--- config.mk ---
export PLATFORM = sky130hd
export DESIGN_NAME = ad9361_tx_framer_flat
export DESIGN_NICKNAME = d
export VERILOG_FILES = /design/src/rtl/ad9361_tx_framer_pkg.sv /design/src/rtl/ad9361_tx_framer_if.sv /design/src/rtl/ad9361_tx_framer_word_mux.sv /design/src/rtl/ad9361_tx_framer.sv /design/src/flat_wrapper.sv
export SDC_FILE = /design/constraint.sdc
export NUM_CORES = 1
export LEC_CHECK = 0
export ABC_CLOCK_PERIOD_IN_PS = 2600
export BUFFER_PORTS_ARGS = -buffer_cell sky130_fd_sc_hd__buf_2
export CAP_MARGIN = 30
export CELL_PAD_IN_SITES_DETAIL_PLACEMENT = 0
export CELL_PAD_IN_SITES_GLOBAL_PLACEMENT = 1
export CORE_AREA = 8 8 106 108
export DETAILED_ROUTE_END_ITERATION = 6
export DIE_AREA = 0 0 114 116
export GPL_ROUTABILITY_DRIVEN = 0
export GPL_TIMING_DRIVEN = 1
export PLACE_DENSITY_LB_ADDON = 0.25
export SLEW_MARGIN = 20
export SYNTH_ARGS = -nofsm -noshare
export SYNTH_HDL_FRONTEND = slang
export SYNTH_SLANG_ARGS = --single-unit
--- constraint.sdc ---
create_clock -name clk -period 2.6 [get_ports clk]
set_input_delay 0.26 -clock clk [delete_from_list [all_inputs] [get_ports clk]]
set_output_delay 0.26 -clock clk [all_outputs]
set_load 0.02 [all_outputs]
--- src/rtl/ad9361_tx_framer_pkg.sv ---
// Shared types and constants for the AD9361 TX framer: sample widths, frame
// lengths, the I/Q sample-set struct and the framer state encoding.
package ad9361_pkg;

  localparam int SAMPLE_W     = 12;
  localparam int WORD_W       = 6;
  localparam int FRAME_LEN_1T = 4;
  localparam int FRAME_LEN_2T = 8;

  typedef struct packed {
    logic [SAMPLE_W-1:0] i0;
    logic [SAMPLE_W-1:0] q0;
    logic [SAMPLE_W-1:0] i1;
    logic [SAMPLE_W-1:0] q1;
  } iq_set_t;

  typedef enum logic {
    IDLE = 1'b0,
    RUN  = 1'b1
  } state_t;

  // Index of the final half-word of a frame for the given framing mode.
  function automatic logic [2:0] last_phase(input logic two_t);
    return two_t ? 3'(FRAME_LEN_2T - 1) : 3'(FRAME_LEN_1T - 1);
  endfunction

endpackage

--- src/rtl/ad9361_tx_framer_if.sv ---
// Sample-set stream from the DSP side into the TX framer.
// A set transfers on a clock edge where s_valid and s_ready are both high;
// while s_valid=1 and s_ready=0 the source holds every s_* signal stable.
interface ad9361_tx_framer_if;
  import ad9361_pkg::*;

  logic                s_valid;
  logic                s_ready;
  logic [SAMPLE_W-1:0] s_i0;
  logic [SAMPLE_W-1:0] s_q0;
  logic [SAMPLE_W-1:0] s_i1;
  logic [SAMPLE_W-1:0] s_q1;

  modport master (
    output s_valid, s_i0, s_q0, s_i1, s_q1,
    input  s_ready
  );

  modport slave (
    input  s_valid, s_i0, s_q0, s_i1, s_q1,
    output s_ready
  );

endinterface

--- src/rtl/ad9361_tx_framer_word_mux.sv ---
// Selects the half-word and TX_FRAME level for a given phase of a 1T/2T frame.
// Purely combinational; the parent registers the result.
module ad9361_word_mux
  import ad9361_pkg::*;
(
  input  logic [2:0]        phase,
  input  iq_set_t           set,
  input  logic              mode_2t,
  output logic [WORD_W-1:0] data,
  output logic              frame
);

  logic [SAMPLE_W-1:0] comp;

  // phase[2:1] picks the component (I0,Q0,I1,Q1); phase[0] picks high/low half.
  always_comb begin
    comp = '0;
    unique case (phase[2:1])
      2'd0: comp = set.i0;
      2'd1: comp = set.q0;
      2'd2: comp = set.i1;
      2'd3: comp = set.q1;
      default: comp = '0;
    endcase
    data  = phase[0] ? comp[WORD_W-1:0] : comp[SAMPLE_W-1:WORD_W];
    frame = mode_2t ? ~phase[2] : ~phase[1];
  end

endmodule

--- src/rtl/ad9361_tx_framer.sv ---
// AD9361 TX framer: serializes accepted I/Q sets into 6-bit half-words with
// TX_FRAME, one word per clk, with zero fill and counting on underrun.
module ad9361_tx_framer
  import ad9361_pkg::*;
#(
  parameter int CNT_W = 16
) (
  input  logic                 clk,
  input  logic                 reset_n,
  input  logic                 enable,
  input  logic                 mode_2t,
  ad9361_tx_framer_if.slave    s,
  output logic [WORD_W-1:0]    tx_data,
  output logic                 tx_frame,
  output logic                 tx_active,
  output logic                 underrun,
  input  logic                 underrun_clr,
  output logic [CNT_W-1:0]     underrun_cnt,
  output state_t               state_dbg,
  output logic [2:0]           phase_dbg
);

  state_t            state;
  logic [2:0]        phase;
  iq_set_t           cur;
  logic              mode_q;

  logic              last_word;
  logic              frame_start;
  logic              underrun_evt;
  iq_set_t           in_set;
  iq_set_t           fill_set;
  logic [2:0]        mux_phase;
  iq_set_t           mux_set;
  logic              mux_mode;
  logic [WORD_W-1:0] mux_data;
  logic              mux_frame;

  assign last_word = (phase == last_phase(mode_q));
  assign s.s_ready = enable && ((state == IDLE) || last_word);

  // In RUN, the last word of a frame is the only point where a new frame may start.
  assign frame_start  = enable && ((state == IDLE) ? s.s_valid : last_word);
  assign underrun_evt = (state == RUN) && last_word && enable && !s.s_valid;

  always_comb begin
    in_set.i0 = s.s_i0;
    in_set.q0 = s.s_q0;
    in_set.i1 = s.s_i1;
    in_set.q1 = s.s_q1;
    fill_set  = s.s_valid ? in_set : '0;
  end

  // Look ahead one word so the mux output can be registered onto tx_data.
  always_comb begin
    mux_phase = phase + 3'd1;
    mux_set   = cur;
    mux_mode  = mode_q;
    if (frame_start) begin
      mux_phase = 3'd0;
      mux_set   = fill_set;
      mux_mode  = mode_2t;
    end
  end

  ad9361_word_mux u_word_mux (
    .phase   (mux_phase),
    .set     (mux_set),
    .mode_2t (mux_mode),
    .data    (mux_data),
    .frame   (mux_frame)
  );

  always_ff @(posedge clk) begin
    if (!reset_n) begin
      state     <= IDLE;
      phase     <= 3'd0;
      cur       <= '0;
      mode_q    <= 1'b0;
      tx_data   <= '0;
      tx_frame  <= 1'b0;
      tx_active <= 1'b0;
    end else begin
      unique case (state)
        IDLE: begin
          if (frame_start) begin
            state     <= RUN;
            cur       <= in_set;
            mode_q    <= mode_2t;
            phase     <= 3'd0;
            tx_data   <= mux_data;
            tx_frame  <= mux_frame;
            tx_active <= 1'b1;
          end
        end
        RUN: begin
          if (!last_word) begin
            phase    <= mux_phase;
            tx_data  <= mux_data;
            tx_frame <= mux_frame;
          end else if (enable) begin
            cur      <= fill_set;
            mode_q   <= mode_2t;
            phase    <= 3'd0;
            tx_data  <= mux_data;
            tx_frame <= mux_frame;
          end else begin
            state     <= IDLE;
            phase     <= 3'd0;
            tx_data   <= '0;
            tx_frame  <= 1'b0;
            tx_active <= 1'b0;
          end
        end
        default: state <= IDLE;
      endcase
    end
  end

  // A new underrun outranks a coincident clear, so the count restarts at one.
  always_ff @(posedge clk) begin
    if (!reset_n) begin
      underrun     <= 1'b0;
      underrun_cnt <= '0;
    end else if (underrun_evt) begin
      underrun <= 1'b1;
      if (underrun_clr) begin
        underrun_cnt <= CNT_W'(1);
      end else if (underrun_cnt != {CNT_W{1'b1}}) begin
        underrun_cnt <= underrun_cnt + 1'b1;
      end
    end else if (underrun_clr) begin
      underrun     <= 1'b0;
      underrun_cnt <= '0;
    end
  end

  assign state_dbg = state;
  assign phase_dbg = phase;

endmodule

--- src/flat_wrapper.sv ---
// flat-port wrapper written by rule: the top's interface ports become plain ports
module ad9361_tx_framer_flat import ad9361_pkg::*;
#(
  parameter int CNT_W = 16
)
  (clk, reset_n, enable, mode_2t, tx_data, tx_frame, tx_active, underrun, underrun_clr, underrun_cnt, state_dbg, phase_dbg, s_s_valid, s_s_i0, s_s_q0, s_s_i1, s_s_q1, s_s_ready);
  ad9361_tx_framer_if s_i ();
  input  logic clk;
  input  logic reset_n;
  input  logic enable;
  input  logic mode_2t;
  output logic [WORD_W-1:0] tx_data;
  output logic tx_frame;
  output logic tx_active;
  output logic underrun;
  input  logic underrun_clr;
  output logic [CNT_W-1:0] underrun_cnt;
  output state_t state_dbg;
  output logic [2:0] phase_dbg;
  input wire logic [$bits(s_i.s_valid)-1:0] s_s_valid;
  input wire logic [$bits(s_i.s_i0)-1:0] s_s_i0;
  input wire logic [$bits(s_i.s_q0)-1:0] s_s_q0;
  input wire logic [$bits(s_i.s_i1)-1:0] s_s_i1;
  input wire logic [$bits(s_i.s_q1)-1:0] s_s_q1;
  output wire logic [$bits(s_i.s_ready)-1:0] s_s_ready;
  assign s_i.s_valid = s_s_valid;
  assign s_i.s_i0 = s_s_i0;
  assign s_i.s_q0 = s_s_q0;
  assign s_i.s_i1 = s_s_i1;
  assign s_i.s_q1 = s_s_q1;
  assign s_s_ready = s_i.s_ready;
  ad9361_tx_framer #(.CNT_W(CNT_W)) u_core (.clk(clk), .reset_n(reset_n), .enable(enable), .mode_2t(mode_2t), .s(s_i), .tx_data(tx_data), .tx_frame(tx_frame), .tx_active(tx_active), .underrun(underrun), .underrun_clr(underrun_clr), .underrun_cnt(underrun_cnt), .state_dbg(state_dbg), .phase_dbg(phase_dbg));
endmodule
* Yosys cells after proc, flatten, opt, wreduce, memory -nomap -nowiden
Cells that the tools add are included.
Word-level totals: register bits 78, bits in latches 0, memory bits (writable) 0, bits in read-only memories 0, logic and storage cells 81, memories 0
Cells by class: add/sub/neg operators 2, $mul 0, div/mod/pow operators 0, $lt $le $gt $ge 0, equal/unequal tests 9, shift-type cells 0, muxes and demuxes 41, bitwise operators 3, reduce and logical (&&, ||, !) cells 14
Operator list (number):
- 48-bit 2-to-1 mux | 5
- 48-bit one-hot mux with 2 select lines | 1
- 16-bit 2-to-1 mux | 4
- 12-bit one-hot mux with 4 select lines | 1
- 6-bit 2-to-1 mux | 4
- 16-bit by 1-bit adder with 16-bit output (second input constant) | 1
- 1-bit 2-to-1 mux | 16
- 16-bit != test (second input constant) | 1
- 3-bit 2-to-1 mux | 4
- 6-bit one-hot mux with 2 select lines | 1
- 1-bit one-hot mux with 2 select lines | 4
- 2-bit != test (second input constant) | 3
- 3-bit one-hot mux with 2 select lines | 1
- 3-bit AND reduction | 2
- 1-bit logical AND | 5
- 2-bit equality test (second input constant) | 2
- 2-bit AND reduction | 2
- 2-bit nonzero test | 2
- 3-bit by 1-bit adder with 3-bit output (second input constant) | 1
- 3-bit equality test | 1
- 1-bit inverter | 3
- 2-bit by 1-bit equality test with 1-bit output (second input constant) | 1
- 2-bit logical NOT | 1
- 2-bit by 1-bit != test with 1-bit output (second input constant) | 1
- other kinds (2) | 2

* Logic depth before layout (Yosys ltp)
Gate-level depths: netlist of run 1.
depth in word-level cells 11, depth in mapped cells 8

* Cells and area by module
A second synthesis of run 1 with hierarchy kept.
Second synthesis, totals: cell total of the unflattened synthesis 364, area, all modules 3786.1 um^2
By module, submodules not included:
- ad9361_tx_framer | times used 1, cells an instance 342, area an instance 3374.5 um^2, sequential area each 1561.5 um^2
- ad9361_word_mux | times used 1, cells an instance 22, area an instance 411.6 um^2, sequential area each 0.0 um^2

* Worst setup path before layout of run 1
Ideal clock, no wire load.
kind register to register, start point register u_core.phase[1] (netlist: u_core.phase_dbg[1]), end point register u_core.cur[10] in the netlist's numbering, setup time 0.071 ns, arrival 2.017 ns, slack 0.512 ns, cell stages (with the launch flop) 9, buffers on the path 4, clock period less this slack 2.088 ns, cells stage by stage dfxtp_1 > ha_1 > clkbuf_1 > a41o_1 > buf_4 > clkbuf_1 > buf_2 > nand3_1 > a21oi_1
Between the ends: longest elaborated chain between the ends 5, elaborated cells between the ends (all ways) 6
Ends and longest elaborated chain:
- start, declared | line ad9361_tx_framer.sv:24 | logic [2:0] phase;
- start signal, assigned | line ad9361_tx_framer.sv:98 | phase <= mux_phase;
- 3-bit equality test * | line ad9361_tx_framer.sv:39 | assign last_word = (phase == last_phase(mode_q));
- 1-bit 2-to-1 mux | line ad9361_tx_framer.sv:43 | assign frame_start = enable && ((state == IDLE) ? s.s_valid : last_word);
- 1-bit logical AND | line ad9361_tx_framer.sv:43
- 2-bit by 1-bit != test with 1-bit output (no line)
- 3-bit AND reduction (no line) *
- end signal, assigned | line ad9361_tx_framer.sv:88 | cur <= in_set;
- end signal, assigned | line ad9361_tx_framer.sv:102 | cur <= fill_set;
- end, declared | line ad9361_tx_framer.sv:25 | iq_set_t cur;
Every way passes the cells marked *; elsewhere a longest branch is shown, timed or not. A chain may end at the register's enable or synchronous reset.

* Final worst setup path of run 1
start point register u_core.phase[1] (netlist: u_core.phase_dbg[1]), end point register u_core.underrun_cnt[7]
Between the ends: longest elaborated chain between the ends 6, elaborated cells between the ends (all ways) 7
Ends and longest elaborated chain:
- 3-bit equality test * | line ad9361_tx_framer.sv:39
- 1-bit logical AND * (3 in series) | line ad9361_tx_framer.sv:44 | assign underrun_evt = (state == RUN) && last_word && enable && !s.s_valid;
- 2-bit nonzero test (no line)
- 2-bit AND reduction (no line)
- end signal, assigned | line ad9361_tx_framer.sv:130 | underrun_cnt <= underrun_cnt + 1'b1;
- end, declared | line ad9361_tx_framer.sv:18 | output logic [CNT_W-1:0] underrun_cnt,
Marks and branches as above.

==> impl_results.html, run 1 <==
<table>
<tr><th>Metric</th><th>Value</th></tr>
<tr><th colspan="2">Placement</th></tr>
<tr><td>Quantity of I/O buffers inserted on ports</td><td>83</td></tr>
<tr><td>HPWL after detailed placement</td><td>between 7000 and 8000 microns</td></tr>
<tr><td>Post-place setup slack</td><td>about 470 ps</td></tr>
<tr><td>Number of cells in the design after placement</td><td>between 600 and 700</td></tr>
<tr><th colspan="2">Floorplan</th></tr>
<tr><td>Area of the placeable core</td><td>around 9500 sq um</td></tr>
<tr><td>Overall die height</td><td>116 microns</td></tr>
<tr><td>Full die area</td><td>roughly 13000 sq um</td></tr>
<tr><td>I/O pin total</td><td>84</td></tr>
<tr><td>Std-Cell Rows</td><td>36</td></tr>
<tr><td>Initial Util</td><td>38.9%</td></tr>
<tr><td>X dimension of the die</td><td>between 100 and 150 microns</td></tr>
<tr><th colspan="2">Route</th></tr>
<tr><td>Number of DRC violations after detailed routing</td><td>0</td></tr>
<tr><td>Average wire length per cell after detail routing</td><td>approximately 16 microns</td></tr>
<tr><td>Detailed-route vias per instance</td><td>about 5.4</td></tr>
<tr><td>DRC violation total after the first TritonRoute iteration</td><td>144</td></tr>
<tr><td>Wire length reported by the detailed router</td><td>around 10000 microns</td></tr>
<tr><td>Post-route ant nets</td><td>0</td></tr>
<tr><td>TritonRoute pass-1 iters</td><td>5</td></tr>
<tr><td>Vias after detailed routing</td><td>~3500</td></tr>
<tr><th colspan="2">Cells and area</th></tr>
<tr><td>Final instance count without filler cells</td><td>640</td></tr>
<tr><td>Commonest cells after routing, fill and taps aside</td><td>buf_2 (83), dfxtp_1 (78), nand2_1 (75)</td></tr>
<tr><td>Number of fill cells in the layout</td><td>between 900 and 1000</td></tr>
<tr><td>Diodes inserted</td><td>0</td></tr>
<tr><td>Register area</td><td>roughly 1600 sq um</td></tr>
<tr><td>Net total in the final layout</td><td>559</td></tr>
<tr><td>Most common library cell in the layout ignoring fill and taps</td><td>buf_2</td></tr>
<tr><td>Proportion of layout cells with a drive suffix above 1</td><td>25.0%</td></tr>
<tr><td>Area grow syn2layout</td><td>20.8%</td></tr>
<tr><td>Post-Route Utilization</td><td>47.0%</td></tr>
<tr><td>Multi-input logic area</td><td>2000 sq um</td></tr>
<tr><th colspan="2">Logic synthesis</th></tr>
<tr><td>Proportion of synthesized area in mux cells</td><td>10.3%</td></tr>
<tr><td>Number of flip-flops and latches in the synthesized netlist</td><td>a little under 80</td></tr>
<tr><td>Cell types occupying the most area after synthesis</td><td>dfxtp_1 (42%), a21oi_1 (8.2%), nand2_1 (7.6%)</td></tr>
<tr><td>Cell count after synthesis</td><td>around 430</td></tr>
<tr><td>Xor and xnor area share after synthesis</td><td>about 1.4%</td></tr>
<tr><td>Count of distinct cell types in the synthesized netlist</td><td>53</td></tr>
<tr><td>Proportion of netlist area held by the largest area contributor</td><td>42.0%</td></tr>
<tr><td>Main flop type after synthesis</td><td>dfxtp_1</td></tr>
<tr><td>Sequential share of the synthesized area</td><td>42.0%</td></tr>
<tr><td>Mapped Area</td><td>about 3700 sq um</td></tr>
<tr><td>Share of the synthesized area in compound gates (AO/OA/AOI/OAI)</td><td>19.8%</td></tr>
<tr><td>EDFF count, synth</td><td>0</td></tr>
<tr><td>Largest family of logic cells by synthesized area</td><td>simple AND/OR/NAND/NOR gates</td></tr>
<tr><td>Fraction of registers with async set or reset after synthesis</td><td>0%</td></tr>
<tr><td>Post-synthesis simple-gate area fraction</td><td>approximately a fifth</td></tr>
<tr><td>Synth Warn #</td><td>0</td></tr>
<tr><td>Synthesized Nets</td><td>490</td></tr>
<tr><td>Cell type contributing the most total cell area after synthesis</td><td>dfxtp_1</td></tr>
<tr><td>Adder-cell share of the synthesized area</td><td>less than 1%</td></tr>
<tr><td>Post-Synthesis Mean Instance Area</td><td>approximately 8.6 sq um</td></tr>
<tr><th colspan="2">STA</th></tr>
<tr><td>TNS Setup</td><td>0 ps</td></tr>
<tr><td>Fin. Hold Viols</td><td>0</td></tr>
<tr><td>Minimum clock period</td><td>between 2000 and 2500 ps</td></tr>
<tr><td>Worst-case headroom to the max-slew limit</td><td>between 50% and 60%</td></tr>
<tr><td>Final Slew Violations</td><td>0</td></tr>
<tr><td>Achievable frequency</td><td>between 400 and 500 MHz</td></tr>
<tr><td>Post-Route Hold Slack</td><td>approximately 170 ps</td></tr>
<tr><td>Finish-stage setup viols</td><td>0</td></tr>
<tr><td>Worst setup skew after layout</td><td>15.3 ps</td></tr>
<tr><td>Setup repair after global routing missed its margin</td><td>no</td></tr>
<tr><td>Pin slew with the least headroom to its limit</td><td>about 740 ps</td></tr>
<tr><td>Post-layout worst setup margin</td><td>447 ps</td></tr>
<tr><td>Fin crit share</td><td>82.8%</td></tr>
<tr><th colspan="2">Clock network</th></tr>
<tr><td>Root Buffer Master</td><td>clkbuf_8</td></tr>
<tr><td>Number of H-tree levels</td><td>3</td></tr>
<tr><td>TritonCTS clock tree</td><td>done</td></tr>
<tr><td>Number of buffers created by CTS</td><td>9</td></tr>
<tr><td>Num Clock Sinks</td><td>78</td></tr>
<tr><td>Longest Clk Path Bufs</td><td>2</td></tr>
<tr><td>Number of hold buffers added after CTS</td><td>0</td></tr>
<tr><td>Buffers inserted by post-CTS timing repair</td><td>0</td></tr>
<tr><td>Clk pin slew, worst setup/hold paths</td><td>90 ps</td></tr>
<tr><td>Clk_lat worst skew</td><td>340 ps</td></tr>
<tr><td>Quantity of gates resized following cts</td><td>0</td></tr>
<tr><th colspan="2">Pwr</th></tr>
<tr><td>Net switching fraction of the power</td><td>23.6%</td></tr>
<tr><td>Comb power frac</td><td>10.6%</td></tr>
<tr><td>NetSw</td><td>~620 uW</td></tr>
<tr><td>LEAKAGE</td><td>about 0.0017 uW</td></tr>
<tr><td>Share of total power in sequential cells</td><td>47.8%</td></tr>
<tr><td>Int Power</td><td>around 2000 uW</td></tr>
<tr><td>Power density relative to cell area</td><td>between 500 and 600 nW/um^2</td></tr>
<tr><td>Worst vdd rail ir drop</td><td>approximately 0.34 mV</td></tr>
<tr><td>Clock power share</td><td>approximately two fifths</td></tr>
<tr><th colspan="2">Global route</th></tr>
<tr><td>Number of global-route vias before repair</td><td>about 3400</td></tr>
<tr><td>Maximum number of pins on one net before global-route repair</td><td>around 50</td></tr>
<tr><td>Initial antenna violation count</td><td>0</td></tr>
<tr><td>Total overflow reported by the global router</td><td>0</td></tr>
<tr><td>Wire length of the first global-routing pass</td><td>roughly 17000 microns</td></tr>
<tr><td>Global routing usage summed across all routing layers</td><td>15.9%</td></tr>
<tr><th colspan="2">Worst setup path</th></tr>
<tr><td>Data arrival at the endpoint of the critical path</td><td>roughly 2400 ps</td></tr>
<tr><td>Max Fanout on Critical Path</td><td>12</td></tr>
<tr><td>Data required, critical path</td><td>about 2800 ps</td></tr>
<tr><td>Depth of the worst register-to-register path</td><td>6</td></tr>
<tr><td>Start-to-end type of the worst setup path</td><td>reg -&gt; reg</td></tr>
<tr><td>Critical Path Source Type</td><td>flip-flop</td></tr>
<tr><td>CP cell instances</td><td>ha_1 &gt; buf_4 &gt; and4_1 &gt; o21ai_2 &gt; a2111o_1 &gt; a221oi_1</td></tr>
<tr><td>Critical path's slowest cell</td><td>a2111o_1</td></tr>
<tr><td>Biggest cell delay along the critical path</td><td>between 400 and 500 ps</td></tr>
<tr><td>Endpoint class of the critical path</td><td>flip-flop</td></tr>
<tr><th colspan="2">Worst hold path</th></tr>
<tr><td>Hold WC Path Type</td><td>in -&gt; reg</td></tr>
<tr><td>Hold Path Stages</td><td>3</td></tr>
<tr><th colspan="2">Status</th></tr>
<tr><td>Result of the run</td><td>finished clean</td></tr>
<tr><th colspan="2">Flow run</th></tr>
<tr><td># Max-Cap Violations</td><td>0</td></tr>
</table>
-- metrics by stage --
stage / area, sq um / total power, uW
floorplan: 3720 / 1450
global placement: 4250 / 1560
detailed placement: 4250 / 1560
CTS: 4490 / 2650
global route: 4490 / 2740
finish: 4490 / 2610
-- per-layer routing --
metal / routed length, microns / GRT usage, % / share of wire, % / vias to the layer above
li1: - / - / - / 1721
met1: 4630 / 19.4 / 45 / 1664
met2: 5180 / 27.4 / 50 / 77
met3: 532 / 3.13 / 5.1 / 2
met4: 42 / 5.32 / 0.40 / 0
met5: 0 / 0 / 0 / -
-- power by group through the flow --
| stage | registers, uW | logic (uW) | clock network (uW) |
|---|---|---|---|
| floorplan | 1280 | 170 | 0 |
| global placement | 1270 | 280 | 0 |
| detailed placement | 1280 | 282 | 0 |
| CTS | 1250 | 283 | 1120 |
| global route | 1250 | 309 | 1180 |
| finish | 1250 | 278 | 1090 |
-- worst max-delay path: cells and delay by family, from the launching register on --
family	cells	cell delay (ps)
buffers and inverters	1	220
AND/OR/NAND/NOR	1	220
adder cells (fa/ha/maj)	1	330
flip-flops	1	360
AO/OA/AOI/OAI	3	940
-- final timing paths --
kind / slack, ps / start / to
max reg2reg: 450 / u_core.phase_dbg[1] / u_core.underrun_cnt[7]
max: 450 / u_core.phase_dbg[1] / u_core.underrun_cnt[7]
min: 170 / s_s_i1[5] / u_core.cur[17]
min reg2reg: 450 / u_core.cur[26] / u_core.cur[26]
-- registers in the layout, indices dropped and copies added, names as in the netlist, 3 cells and up --
register             count
u_core.cur              48
u_core.tx_data           6
u_core.phase_dbg         3
u_core.underrun_cnt     16
-- Yosys cell counts, types with 3 or more instances --
| cell | instances |
|---|---|
| o2111ai_1 | 3 |
| buf_1 | 6 |
| a22o_1 | 5 |
| clkbuf_1 | 25 |
| and2_1 | 4 |
| nand4_1 | 4 |
| o21ai_0 | 12 |
| dfxtp_1 | 78 |
| buf_2 | 3 |
| a22oi_1 | 4 |
| nand2_1 | 75 |
| mux4_2 | 10 |
| a21oi_1 | 61 |
| or3_1 | 9 |
| inv_1 | 6 |
| nand3_1 | 47 |
| mux2i_1 | 12 |
| o21a_1 | 3 |
| and3_1 | 7 |
| a2111o_1 | 3 |
| nor2_1 | 14 |
| a2111oi_0 | 3 |
-- layout make-up --
class                           instances  area share, %
Clock buffer                           11           3.15
Clock inverter                          4           2.12
Inverter                                6          0.502
Multi-Input combinational cell        314           44.6
Sequential cell                        78           34.8
Tap cell                              133           3.71
Timing Repair Buffer                   94           11.1
-- cell families (layout without fill, tap and decap cells) --
kind of cell / count (synthesis) / in the layout
fa+ha+maj: 2 / 2
buf+inv: 42 / 115
mux: 24 / 24
compound gates: 115 / 115
simple gates: 170 / 170
flops: 78 / 78
xor+xnor: 3 / 3
Note: power is estimated with default switching activity, not from simulation.
==> run 2, diff against run 1 <==
ABC_CLOCK_PERIOD_IN_PS = 2000   (was 2600)
clock period = 2 ns   (was 2.6 ns; I/O delays follow)
==> run 2 against run 1 <==
  * Clock power down 4%
  * Sequential power up 30%
  * Design area up 1.1%
  * Critical path type is now reg -> out
  * Largest power group unchanged
==> impl_results.html, run 2 (synthesis gave the netlist of run 1 again) <==
<table>
<tr><th>Metric</th><th>Value</th></tr>
<tr><th colspan="2">Status</th></tr>
<tr><td>Result of the run</td><td>finished clean</td></tr>
<tr><th colspan="2">Floorplan</th></tr>
<tr><td>Std-Cell Rows</td><td>36</td></tr>
<tr><td>Initial Util</td><td>about 39%</td></tr>
<tr><td>I/O pin total</td><td>between 80 and 90</td></tr>
<tr><td>X dimension of the die</td><td>114 microns</td></tr>
<tr><td>Overall die height</td><td>roughly 120 microns</td></tr>
<tr><td>Area of the placeable core</td><td>between 9000 and 10000 sq um</td></tr>
<tr><td>Full die area</td><td>around 13000 sq um</td></tr>
<tr><th colspan="2">Route</th></tr>
<tr><td>TritonRoute pass-1 iters</td><td>4</td></tr>
<tr><td>Post-route ant nets</td><td>0</td></tr>
<tr><td>Average wire length per cell after detail routing</td><td>16.2 microns</td></tr>
<tr><td>DRC violation total after the first TritonRoute iteration</td><td>140</td></tr>
<tr><td>Vias after detailed routing</td><td>~3500</td></tr>
<tr><td>Wire length reported by the detailed router</td><td>approximately 11000 microns</td></tr>
<tr><td>Number of DRC violations after detailed routing</td><td>0</td></tr>
<tr><td>Detailed-route vias per instance</td><td>around 5.3</td></tr>
<tr><th colspan="2">Worst hold path</th></tr>
<tr><td>Hold Path Stages</td><td>3</td></tr>
<tr><td>Hold WC Path Type</td><td>in -&gt; reg</td></tr>
<tr><th colspan="2">Clock network</th></tr>
<tr><td>Clk_lat worst skew</td><td>340 ps</td></tr>
<tr><td>TritonCTS clock tree</td><td>done</td></tr>
<tr><td>Number of H-tree levels</td><td>3</td></tr>
<tr><td>Longest Clk Path Bufs</td><td>2</td></tr>
<tr><td>Number of buffers created by CTS</td><td>9</td></tr>
<tr><td>Buffers inserted by post-CTS timing repair</td><td>0</td></tr>
<tr><td>Num Clock Sinks</td><td>a little under 80</td></tr>
<tr><td>Quantity of gates resized following cts</td><td>0</td></tr>
<tr><td>Number of hold buffers added after CTS</td><td>0</td></tr>
<tr><td>Root Buffer Master</td><td>clkbuf_8</td></tr>
<tr><td>Clk pin slew, worst setup/hold paths</td><td>~80 ps</td></tr>
<tr><th colspan="2">STA</th></tr>
<tr><td>Minimum clock period</td><td>around 1900 ps</td></tr>
<tr><td>Fin. Hold Viols</td><td>0</td></tr>
<tr><td>Fin crit share</td><td>~93%</td></tr>
<tr><td>Worst-case headroom to the max-slew limit</td><td>66.1%</td></tr>
<tr><td>Setup repair after global routing missed its margin</td><td>no</td></tr>
<tr><td>Worst setup skew after layout</td><td>between 10 and 15 ps</td></tr>
<tr><td>TNS Setup</td><td>0 ps</td></tr>
<tr><td>Pin slew with the least headroom to its limit</td><td>~500 ps</td></tr>
<tr><td>Post-Route Hold Slack</td><td>~120 ps</td></tr>
<tr><td>Achievable frequency</td><td>between 500 and 600 MHz</td></tr>
<tr><td>Final Slew Violations</td><td>0</td></tr>
<tr><td>Finish-stage setup viols</td><td>0</td></tr>
<tr><th colspan="2">Worst setup path</th></tr>
<tr><td>Endpoint class of the critical path</td><td>primary output</td></tr>
<tr><td>Start-to-end type of the worst setup path</td><td>reg -&gt; out</td></tr>
<tr><td>Depth of the worst register-to-register path</td><td>7</td></tr>
<tr><td>Max Fanout on Critical Path</td><td>5</td></tr>
<tr><td>Data arrival at the endpoint of the critical path</td><td>1660 ps</td></tr>
<tr><td>Data required, critical path</td><td>about 1800 ps</td></tr>
<tr><td>Critical Path Source Type</td><td>flip-flop</td></tr>
<tr><th colspan="2">Cells and area</th></tr>
<tr><td>Registers with the highest flip-flop counts</td><td>u_core.cur (48), u_core.underrun_cnt (16), u_core.tx_data (6)</td></tr>
<tr><td>Most common library cell in the layout ignoring fill and taps</td><td>buf_2</td></tr>
<tr><td>Proportion of layout cells with a drive suffix above 1</td><td>a little over a quarter</td></tr>
<tr><td>Area grow syn2layout</td><td>22.2%</td></tr>
<tr><td>Flip-flop count of the largest register after layout</td><td>48</td></tr>
<tr><td>Commonest cells after routing, fill and taps aside</td><td>buf_2 (83), nand2_1 (75), dfxtp_1 (75)</td></tr>
<tr><td>Diodes inserted</td><td>0</td></tr>
<tr><td>Top reg by flops</td><td>u_core.cur</td></tr>
<tr><td>Net total in the final layout</td><td>between 500 and 600</td></tr>
<tr><td>Number of fill cells in the layout</td><td>between 900 and 1000</td></tr>
<tr><th colspan="2">Global route</th></tr>
<tr><td>Maximum number of pins on one net before global-route repair</td><td>51</td></tr>
<tr><td>Global routing usage summed across all routing layers</td><td>between 10% and 20%</td></tr>
<tr><td>Total overflow reported by the global router</td><td>0</td></tr>
<tr><td>Number of global-route vias before repair</td><td>between 3000 and 4000</td></tr>
<tr><td>Initial antenna violation count</td><td>0</td></tr>
<tr><td>Wire length of the first global-routing pass</td><td>roughly 17000 microns</td></tr>
<tr><th colspan="2">Pwr</th></tr>
<tr><td>Power density relative to cell area</td><td>674 nW/um^2</td></tr>
<tr><td>LEAKAGE</td><td>0.00176 uW</td></tr>
<tr><td>Worst vdd rail ir drop</td><td>roughly 0.38 mV</td></tr>
<tr><th colspan="2">Placement</th></tr>
<tr><td>HPWL after detailed placement</td><td>roughly 7600 microns</td></tr>
<tr><td>Quantity of I/O buffers inserted on ports</td><td>slightly above 80</td></tr>
<tr><th colspan="2">Flow run</th></tr>
<tr><td># Max-Cap Violations</td><td>0</td></tr>
</table>
[run 2: power by group]
part | switching (uW) | internal [uW]
Sequential | 25.7 | 1590
Combinational | 226 | 163
Clock | 569 | 480
[run 2: path summary, 6_finish.rpt]
kind / from / to / slack (ps)
worst min register to register: u_core.cur[47] / u_core.cur[47] / 450
worst max-delay path: u_core.mode_q / s_s_ready / 140
worst max register to register: u_core.phase_dbg[0] / u_core.tx_data[5] / 140
worst min-delay path: s_s_i0[5] / u_core.cur[41] / 120
[run 2: final cells by class]
cell class	count	area [sq um]	area share, %
Inverter	6	22.5	0.496
Timing Repair Buffer	106	613	13.5
Sequential cell	78	1570	34.5
Clock inverter	3	21.3	0.468
Tap cell	133	166	3.66
Multi-Input combinational cell	314	2010	44.2
Clock buffer	12	145	3.20
[run 2: worst max-delay path: stages, from the launching register on]
cell and delay [ps]:
dfxtp_1 460, xnor2_2 180, buf_4 180, nand2_1 110
nand2_1 120, and2_1 130, buf_2 160
[run 2: stage by stage]
| step | total power (uW) | std cells | setup slack [ps] | utilization, % | instance area [sq um] |
|---|---|---|---|---|---|
| after floorplan | 1890 | 434 | 30.1 | - | 3720 |
| after global placement | 2040 | 637 | 208 | 45.8 | 4370 |
| after detailed placement | 2050 | 637 | 157 | 45.8 | 4370 |
| after CTS | 3090 | 652 | 118 | 47.5 | 4540 |
| after global routing | 3200 | 652 | 13.9 | 47.5 | 4540 |
| final | 3060 | 652 | 137 | 47.5 | 4540 |
[run 2: per-layer routing]
metal,global-route usage (%),part of all wire (%),up-vias
met4,5.15,0.84,0
met2,26.3,47,82
met1,20.7,48,1647
li1,-,-,1738
met3,3.23,4.1,9
met5,0,0,-
==> run 3, diff against run 2 <==
MAX_ROUTING_LAYER = met4   (was default)
PLACE_DENSITY = 0.85   (was default)
PLACE_DENSITY_LB_ADDON = default   (was 0.25)
SETUP_SLACK_MARGIN = 0.5   (was default)
==> run 3 against run 2 <==
  * Global-route usage grew 5.2 points
  * Largest cell class unchanged
  * Critical path type is now reg -> reg
  * Setup slack gained 15 ps
  * Critical path depth grew 2
==> impl_results.html, run 3 (synthesis gave the netlist of run 1 again) <==
<table>
<tr><th>Metric</th><th>Value</th></tr>
<tr><th colspan="2">Placement</th></tr>
<tr><td>Post-place setup slack</td><td>131 ps</td></tr>
<tr><td>Quantity of I/O buffers inserted on ports</td><td>83</td></tr>
<tr><td>Number of cells in the design after placement</td><td>approximately 630</td></tr>
<tr><td>HPWL after detailed placement</td><td>around 7600 microns</td></tr>
<tr><th colspan="2">Worst setup path</th></tr>
<tr><td>Max Fanout on Critical Path</td><td>5</td></tr>
<tr><td>Data required, critical path</td><td>2220 ps</td></tr>
<tr><td>Critical Path Source Type</td><td>flip-flop</td></tr>
<tr><td>Endpoint class of the critical path</td><td>flip-flop</td></tr>
<tr><td>Data arrival at the endpoint of the critical path</td><td>between 2000 and 2500 ps</td></tr>
<tr><td>Start-to-end type of the worst setup path</td><td>reg -&gt; reg</td></tr>
<tr><th colspan="2">Global route</th></tr>
<tr><td>M1 GR Usage</td><td>about a quarter</td></tr>
<tr><td>Total overflow reported by the global router</td><td>0</td></tr>
<tr><td>Met3 track utilization from global routing</td><td>3.91%</td></tr>
<tr><td>Number of global-route vias before repair</td><td>between 4000 and 5000</td></tr>
<tr><td>GR peak layer</td><td>met2</td></tr>
<tr><td>Maximum number of pins on one net before global-route repair</td><td>between 40 and 50</td></tr>
<tr><td>Met2 GRT Util</td><td>35.0%</td></tr>
<tr><td>Global routing usage summed across all routing layers</td><td>21.3%</td></tr>
<tr><td>Wire length of the first global-routing pass</td><td>around 22000 microns</td></tr>
<tr><td>Initial antenna violation count</td><td>0</td></tr>
<tr><th colspan="2">Clock network</th></tr>
<tr><td>Number of buffers created by CTS</td><td>9</td></tr>
<tr><td>Num Clock Sinks</td><td>78</td></tr>
<tr><td>TritonCTS clock tree</td><td>done</td></tr>
<tr><td>Root Buffer Master</td><td>clkbuf_8</td></tr>
<tr><td>Clk_lat worst skew</td><td>360 ps</td></tr>
<tr><td>Clk pin slew, worst setup/hold paths</td><td>~100 ps</td></tr>
<tr><td>Longest Clk Path Bufs</td><td>2</td></tr>
<tr><td>Number of hold buffers added after CTS</td><td>0</td></tr>
<tr><td>Number of H-tree levels</td><td>3</td></tr>
<tr><th colspan="2">Route</th></tr>
<tr><td>Vias after detailed routing</td><td>4101</td></tr>
<tr><td>Post-route ant nets</td><td>0</td></tr>
<tr><td>TritonRoute pass-1 iters</td><td>5</td></tr>
<tr><td>Wire length reported by the detailed router</td><td>between 10000 and 15000 microns</td></tr>
<tr><td>DRC violation total after the first TritonRoute iteration</td><td>roughly 380</td></tr>
<tr><td>Detailed-route vias per instance</td><td>5.77</td></tr>
<tr><td>Average wire length per cell after detail routing</td><td>20.5 microns</td></tr>
<tr><td>Number of DRC violations after detailed routing</td><td>0</td></tr>
<tr><th colspan="2">STA</th></tr>
<tr><td>Worst setup skew after layout</td><td>roughly 17 ps</td></tr>
<tr><td>Setup repair after global routing missed its margin</td><td>yes</td></tr>
<tr><td>Fin. Hold Viols</td><td>0</td></tr>
<tr><td>Final Slew Violations</td><td>0</td></tr>
<tr><td>Worst-case headroom to the max-slew limit</td><td>53.9%</td></tr>
<tr><td>Fin crit share</td><td>roughly 90%</td></tr>
<tr><td>Finish-stage setup viols</td><td>0</td></tr>
<tr><td>Post-layout worst setup margin</td><td>152 ps</td></tr>
<tr><td>Minimum clock period</td><td>~1800 ps</td></tr>
<tr><td>Pin slew with the least headroom to its limit</td><td>slightly below 700 ps</td></tr>
<tr><td>TNS Setup</td><td>0 ps</td></tr>
<tr><td>Achievable frequency</td><td>541 MHz</td></tr>
<tr><th colspan="2">Floorplan</th></tr>
<tr><td>Overall die height</td><td>116 microns</td></tr>
<tr><td>Area of the placeable core</td><td>roughly 9500 sq um</td></tr>
<tr><td>I/O pin total</td><td>84</td></tr>
<tr><td>X dimension of the die</td><td>about 110 microns</td></tr>
<tr><td>Initial Util</td><td>around two fifths</td></tr>
<tr><td>Std-Cell Rows</td><td>36</td></tr>
<tr><td>Full die area</td><td>around 13000 sq um</td></tr>
<tr><th colspan="2">Cells and area</th></tr>
<tr><td>Final instance count without filler cells</td><td>between 700 and 800</td></tr>
<tr><td>Top reg by flops</td><td>u_core.cur</td></tr>
<tr><td>Commonest cells after routing, fill and taps aside</td><td>buf_2 (82), dfxtp_1 (61), a21oi_2 (41)</td></tr>
<tr><td>Net total in the final layout</td><td>629</td></tr>
<tr><td>Most common library cell in the layout ignoring fill and taps</td><td>buf_2</td></tr>
<tr><td>Registers with the highest flip-flop counts</td><td>u_core.cur (48), u_core.underrun_cnt (16), u_core.tx_data (6)</td></tr>
<tr><td>Diodes inserted</td><td>0</td></tr>
<tr><td>Flip-flop count of the largest register after layout</td><td>48</td></tr>
<tr><td>Proportion of layout cells with a drive suffix above 1</td><td>about three fifths</td></tr>
<tr><td>Area grow syn2layout</td><td>68.8%</td></tr>
<tr><th colspan="2">Pwr</th></tr>
<tr><td>Power density relative to cell area</td><td>between 500 and 600 nW/um^2</td></tr>
<tr><td>LEAKAGE</td><td>between 0.002 and 0.0025 uW</td></tr>
<tr><td>Worst vdd rail ir drop</td><td>roughly 0.32 mV</td></tr>
<tr><td>Pwr Total</td><td>around 3500 uW</td></tr>
<tr><th colspan="2">Worst hold path</th></tr>
<tr><td>Hold WC Path Type</td><td>in -&gt; reg</td></tr>
<tr><th colspan="2">Flow run</th></tr>
<tr><td># Max-Cap Violations</td><td>0</td></tr>
<tr><th colspan="2">Status</th></tr>
<tr><td>Result of the run</td><td>finished clean</td></tr>
</table>
## run 3: cell types whose count changed in the layout (fill, tap and decap cells not counted), moves of 10 or more
| cell | delta |
|---|---|
| a21oi_1 | -42 |
| a21oi_2 | +41 |
| buf_16 | +10 |
| buf_4 | +13 |
| buf_6 | +25 |
| dfxtp_1 | -14 |
| dfxtp_4 | +11 |
| nand2_1 | -43 |
| nand2_2 | +15 |
| nand2_4 | +28 |
| nand3_1 | -23 |
| nand3_2 | +16 |
## run 3: where the power goes
group	internal (uW)	switching [uW]	total, uW
Combinational	334	363	697
Clock	482	688	1170
Sequential	1580	40.4	1620
## run 3: worst paths after layout
kind | slack, ps | start | cells after the start | to
worst max-delay path | 150 | u_core.phase_dbg[0] | 8 | u_core.tx_data[5]
worst min-delay path | 90 | s_s_q1[0] | 3 | u_core.cur[0]
worst max register to register | 150 | u_core.phase_dbg[0] | 8 | u_core.tx_data[5]
worst min register to register | 470 | u_core.cur[34] | 2 | u_core.cur[34]
## run 3: area by class of cell
cell class	count	area [sq um]
clock buffers	9	124
clock inverters	7	63.8
fillers	720	3280
inverters	6	25.0
multi-input cells	314	2820
flip-flops and latches	78	1610
well taps	133	166
repair buffers	164	1460
## run 3: stage by stage
| stage | hold slack (ps) | util [%] | instance area, sq um |
|---|---|---|---|
| 2_1_floorplan | 330 | - | 3980 |
| 3_3_place_gp | 436 | 47.0 | 4490 |
| 3_5_place_dp | 444 | 47.0 | 4490 |
| 4_1_cts | 78.2 | 62.5 | 5960 |
| 5_1_grt | 83.0 | 65.7 | 6270 |
| 6_report | 87.1 | 65.7 | 6270 |
## run 3: repair_timing
action / 4_1_cts / 5_1_grt
pin swaps: 80 / 49
cloned: 11 / 0
buffers inserted: 49 / 6
endpoints found under the setup margin: 70 / 75
gates resized for setup: 159 / 61
## run 3: metal layers
layer	wire length [microns]	part of all wire (%)	up-vias
li1	-	-	1868
met1	5880	40	2025
met2	7490	51	173
met3	832	5.7	35
met4	363	2.5	0
met5	0	0	-
## run 3: critical path, cell delays in order, from the launching register on
cell	delay, ps
dfxtp_4	370
ha_4	330
buf_4	160
buf_4	110
nand2b_1	60
o22ai_1	130
a21oi_1	70
o32ai_2	320
a311oi_2	160
